### config.mk
export PLATFORM = sky130hd
export DESIGN_NAME = recv_addr_arbiter
export DESIGN_NICKNAME = d
export VERILOG_FILES = /design/src/rtl/recv_addr_arbiter.sv
export SDC_FILE = /design/constraint.sdc
export NUM_CORES = 1
export LEC_CHECK = 0
export CORE_MARGIN = 4
export CORE_UTILIZATION = 40
export DETAILED_ROUTE_END_ITERATION = 8
export GPL_TIMING_DRIVEN = 0
export PLACE_DENSITY = 0.68
export SLEW_MARGIN = 20
export SYNTH_ARGS = -nofsm -noshare
export SYNTH_HDL_FRONTEND = slang
export SYNTH_SLANG_ARGS = --single-unit
export TNS_END_PERCENT = 5
### constraint.sdc
create_clock -name clk -period 2.4 [get_ports clk]
set_input_delay 0.48 -clock clk [delete_from_list [all_inputs] [get_ports clk]]
set_output_delay 0.48 -clock clk [all_outputs]
set_load 0.005 [all_outputs]
### src/rtl/recv_addr_arbiter.sv
// ---------------------------------------------------------------------------
// recv_addr_arbiter
//   Round-robin arbiter for four requesters sharing one 8-bit address path
//   into a Nios input port.
//   A winner's address is latched and held stable for SETUP_CYC cycles.
//   addr_valid is then raised until software acknowledges, or until TIMEOUT
//   cycles pass.
//   The block waits for ack_in to drop before returning to IDLE.
//
// Parameters
//   TIMEOUT    max cycles addr_valid stays high without ack (1..65535)
//   SETUP_CYC  cycles addr_out is stable before addr_valid rises (1..15)
//
// Ports
//   clk          rising-edge clock
//   reset_n      asynchronous active-low reset
//   req[3:0]     level requests; requester i drops req[i] on grant[i]
//   addr_in[31:0] requester i address on addr_in[8i+7:8i]
//   ack_in       level acknowledge from software, synchronous to clk
//   err_clr      one-cycle pulse clearing timeout_err
//   grant[3:0]   one-hot, one-cycle pulse: request accepted, address latched
//   addr_out[7:0] address presented to the input port
//   addr_valid   presentation strobe
//   busy         high whenever the FSM is not IDLE
//   timeout_err  sticky flag: a presentation was aborted without ack
// ---------------------------------------------------------------------------
module recv_addr_arbiter #(
    parameter int TIMEOUT   = 1023,
    parameter int SETUP_CYC = 2
) (
    input  logic        clk,
    input  logic        reset_n,
    input  logic [3:0]  req,
    input  logic [31:0] addr_in,
    input  logic        ack_in,
    input  logic        err_clr,
    output logic [3:0]  grant,
    output logic [7:0]  addr_out,
    output logic        addr_valid,
    output logic        busy,
    output logic        timeout_err
);

    localparam logic [1:0] ST_IDLE     = 2'd0;
    localparam logic [1:0] ST_SETUP    = 2'd1;
    localparam logic [1:0] ST_WAIT_ACK = 2'd2;
    localparam logic [1:0] ST_RELEASE  = 2'd3;

    localparam logic [15:0] WAIT_LAST  = 16'(TIMEOUT - 1);
    localparam logic [3:0]  SETUP_LAST = 4'(SETUP_CYC - 1);

    logic [1:0]  state;
    logic [3:0]  setup_cnt;
    logic [15:0] wait_cnt;
    logic [1:0]  last_grant;
    logic [1:0]  winner;
    logic [7:0]  addr_sel;

    // Rotate the request vector so bit 0 is the requester just after the
    // last grant, take the lowest set bit, then undo the rotation.
    function automatic logic [1:0] rr_pick(input logic [3:0] r, input logic [1:0] last);
        logic [7:0] dbl;
        logic [3:0] rot;
        logic [1:0] off;
        dbl = {r, r} >> ({1'b0, last} + 3'd1);
        rot = dbl[3:0];
        off = 2'd0;
        for (int k = 3; k >= 0; k--) begin
            if (rot[k]) off = 2'(k);
        end
        return last + 2'd1 + off;
    endfunction

    always_comb begin
        winner   = rr_pick(req, last_grant);
        addr_sel = addr_in[{winner, 3'b000} +: 8];
    end

    always_ff @(posedge clk or negedge reset_n) begin
        if (!reset_n) begin
            state       <= ST_IDLE;
            grant       <= 4'b0000;
            addr_out    <= 8'h00;
            addr_valid  <= 1'b0;
            busy        <= 1'b0;
            timeout_err <= 1'b0;
            setup_cnt   <= 4'd0;
            wait_cnt    <= 16'd0;
            last_grant  <= 2'd3;
        end else begin
            grant <= 4'b0000;
            // A timeout raised below in the same cycle overrides this clear.
            if (err_clr) timeout_err <= 1'b0;

            case (state)
                ST_IDLE: begin
                    if (|req) begin
                        grant      <= 4'b0001 << winner;
                        addr_out   <= addr_sel;
                        last_grant <= winner;
                        setup_cnt  <= SETUP_LAST;
                        busy       <= 1'b1;
                        state      <= ST_SETUP;
                    end
                end
                ST_SETUP: begin
                    if (setup_cnt == 4'd0) begin
                        addr_valid <= 1'b1;
                        wait_cnt   <= 16'd0;
                        state      <= ST_WAIT_ACK;
                    end else begin
                        setup_cnt <= setup_cnt - 4'd1;
                    end
                end
                ST_WAIT_ACK: begin
                    // ack takes priority over a timeout on the same cycle
                    if (ack_in) begin
                        addr_valid <= 1'b0;
                        state      <= ST_RELEASE;
                    end else if (wait_cnt == WAIT_LAST) begin
                        timeout_err <= 1'b1;
                        addr_valid  <= 1'b0;
                        state       <= ST_RELEASE;
                    end else begin
                        wait_cnt <= wait_cnt + 16'd1;
                    end
                end
                ST_RELEASE: begin
                    if (!ack_in) begin
                        busy  <= 1'b0;
                        state <= ST_IDLE;
                    end
                end
                default: state <= ST_IDLE;
            endcase
        end
    end

endmodule
==> run summary <==
status = finished with violations
failing checks = negative setup slack
Final Hold Fails = 0
Clk Latency, worst-skew pair = 290 ps
global-route wire length before repair = 9.71 mm
DRC viols = 0
Synth top area share = 0.357
TritonCTS clock tree = built
Post-synth EDFFs = 0
H-tree Lvls = 2
largest net degree at the start of global routing = 30
number of global-route vias before repair = 2,091
setup ws final = -136 ps
fmax = 394 MHz
Cell Area, Placed = 0.00326 mm2
Routed WL per cell = 14.9 um
Final Wtd Congestion = 0.777
post-synthesis xor/xnor area fraction = 0.0473
Synth Net Count = 311
Max-slew headroom = 0.548
router iterations before antenna repair = 4
Initial Utilization = 0.411
register area share after synthesis = 0.377
GRT Overall Usage = 0.159
CTS Sinks = 39
r2r worst-path depth = 11
critical path type = reg2reg
Vias/cell = 5.57
layout cells sized above 1 = 0.190
R2R Setup Slk = -140 ps
Setup WS pre-CTS = -907 ps
FFs w/ async S/R, synth = 1.00
Sw Share = 0.414
R2R Path Start = last_grant[1]
skew final = 7.78 ps
FF+latch count, synth = 39
worst slew pin tran = 672 ps
synth warn = 0
Net Sw Power = 0.00174 W
Comb pwr share = 0.635
top cells by area, synth = dfrtp_1 (36%), o311ai_4 (5.1%), ha_1 (4.8%)
max-cap violation count = 0
Post-Synth Simple-Gate Area = 0.200
DR iter-0 viols = 149
IR drop worst, VDD = 0.625 mV
Fin Setup TNS = -912 ps
Int Power = 0.00246 W
Port Buffers = 54
power density cells = 1200 mW/mm2
dominant cell type by area after synthesis = dfrtp_1
Worst Setup End Kind = flop
fin cells = 409
CTS max path bufs = 2
clock network power share = 0.104
fin crit period = 2540 ps
num ports = 55
Post-Syn Instances = 261
cell leakage power = 1.47 nW
post-route ant nets = 0
hpwl dp = 4.49 mm
Adder-Cell Fraction of Synth Area = 0.0482
WP data required = 2600 ps
Die Area = 0.00784 mm2
CTS root buf = clkbuf_8
antenna violations before repair = 0
cts bufs inserted = 5
FF-to-FF End = addr_out[4]
antenna cells = 0
Fillers = 582
WP data arrival = 2740 ps
chip height = 88.5 um
GRT overflow = 0
cts hold-fix bufs = 0
row cnt = 29
final wirelength = 6.09 mm
cell area after layout = 0.00350 mm2
Hold Crit Class = in2async
largest family of logic cells by synthesized area = compound AO/OA/AOI/OAI gates
worst hold margin = 51.5 ps
most common cell in the netlist = dfrtp_1
Core ar. = 0.00631 mm2
proportion of synthesized area in mux cells = 0.0815
Crit Path Max Fanout = 6
Critical Path Source Type = flop
Die X = 88.5 um
crit share post-route = 1.06
Compound-Gate Fraction of Synth Area = 0.200
RSZ-0062 raised after global routing = yes
Synth top cells by count = dfrtp_1 (37), nor2_1 (24), nand2_1 (21)
final setup fails = 14
Layout Nets = 381
sequential share of power = 0.261
Synth-to-Final Area Change = 35.0%
vias = 2,277
Worst-path clk slew = 80 ps
placed cell count = 393
post-synthesis cell area = 0.00259 mm2
syn_area_per_cell = 9.94 um2
ys flop type = dfrtp_1
synth unique cells = 55
fin. max-slew vios = 0
## flip-flops by register name, summed over array words and instances (netlist names)
signal,count
wait_cnt,16
addr_out,8
grant,4
setup_cnt,4
last_grant,2
state,2
addr_valid,1
busy,1
timeout_err,1
## worst max-delay path by stage
stage / end / cells past startpoint / start / slack (ps)
floorplan: addr_out[3] / 12 / last_grant[1] / -130
global placement: grant[2] / 12 / req[1] / -870
detailed placement: addr_out[4] / 10 / req[1] / -910
CTS: addr_out[5] / 11 / last_grant[1] / -190
global route: addr_out[4] / 11 / last_grant[1] / -210
finish: addr_out[4] / 11 / last_grant[1] / -140
## critical path: stages, from the launching register on
cell and delay (ps):
dfstp_2 540, buf_6 120, nand2_2 50, a2bb2oi_2 110
o211ai_1 110, o31ai_2 100, ha_2 240, xor2_2 70
or4_4 500, and2_4 210, buf_12 140, o311ai_4 240
## power by group through the flow
stage	clock network, W	registers [W]	logic [W]
after floorplan	0	0.00107	0.00174
after global placement	0	0.00108	0.00233
after detailed placement	0	0.00109	0.00237
after CTS	0.000451	0.00109	0.00245
after global routing	0.000482	0.00113	0.00291
final	0.000439	0.00110	0.00267
## metal layers
| metal | routed length (um) | up-vias | global-route usage |
|---|---|---|---|
| met3 | 541 | 6 | 0.0661 |
| met1 | 2640 | 1076 | 0.201 |
| met5 | 0 | - | 0 |
| met4 | 73 | 0 | 0.0481 |
| met2 | 2830 | 76 | 0.249 |
| li1 | - | 1119 | - |
## repair_timing
action                                  CTS  global route
endpoints found under the setup margin   26            24
gates cloned                              0             1
pin swaps                                 5             6
setup buffers                             5             4
gates resized for setup                  10            17
## metrics by stage
step                total power (W)  utilization
floorplan                   0.00281            -
global placement            0.00341        0.514
detailed placement          0.00346        0.517
CTS                         0.00399        0.536
global route                0.00452        0.555
finish                      0.00420        0.555
## layout by cell type, fill, tap and decap left out, types with 4 or more instances in the layout
| master | instances |
|---|---|
| a21oi_1 | 7 |
| buf_4 | 9 |
| clkbuf_1 | 4 |
| clkbuf_2 | 6 |
| clkbuf_8 | 5 |
| clkdlybuf4s50_1 | 49 |
| dfrtp_1 | 37 |
| ha_1 | 9 |
| inv_1 | 11 |
| mux2_2 | 9 |
| mux2i_1 | 11 |
| nand2_1 | 20 |
| nand4_1 | 13 |
| nor2_1 | 24 |
| nor3_1 | 4 |
| o211ai_1 | 4 |
| o21ai_0 | 10 |
| o311ai_4 | 5 |
| or3b_1 | 4 |
| xor2_1 | 10 |
## cell families after synthesis
kind of cell,count (synthesis)
AOI/OAI and AO/OA,55
xor gates and xnor gates,14
adders and majority gates,10
buffers and inverters,26
DFF,39
muxes,20
and+or+nand+nor,97
## layout make-up
cell class,count,area (um2),share of cell area
clock inverter,2,12.5,0.00357
timing repair buffer,65,636,0.181
inverter,13,48.8,0.0139
tap,77,96.3,0.0275
clock buffer,6,72.6,0.0207
multi-input combinational,196,1590,0.453
sequential,39,978,0.279
buffer,11,71.3,0.0204
No activity file was read; power rests on OpenSTA's default activity.
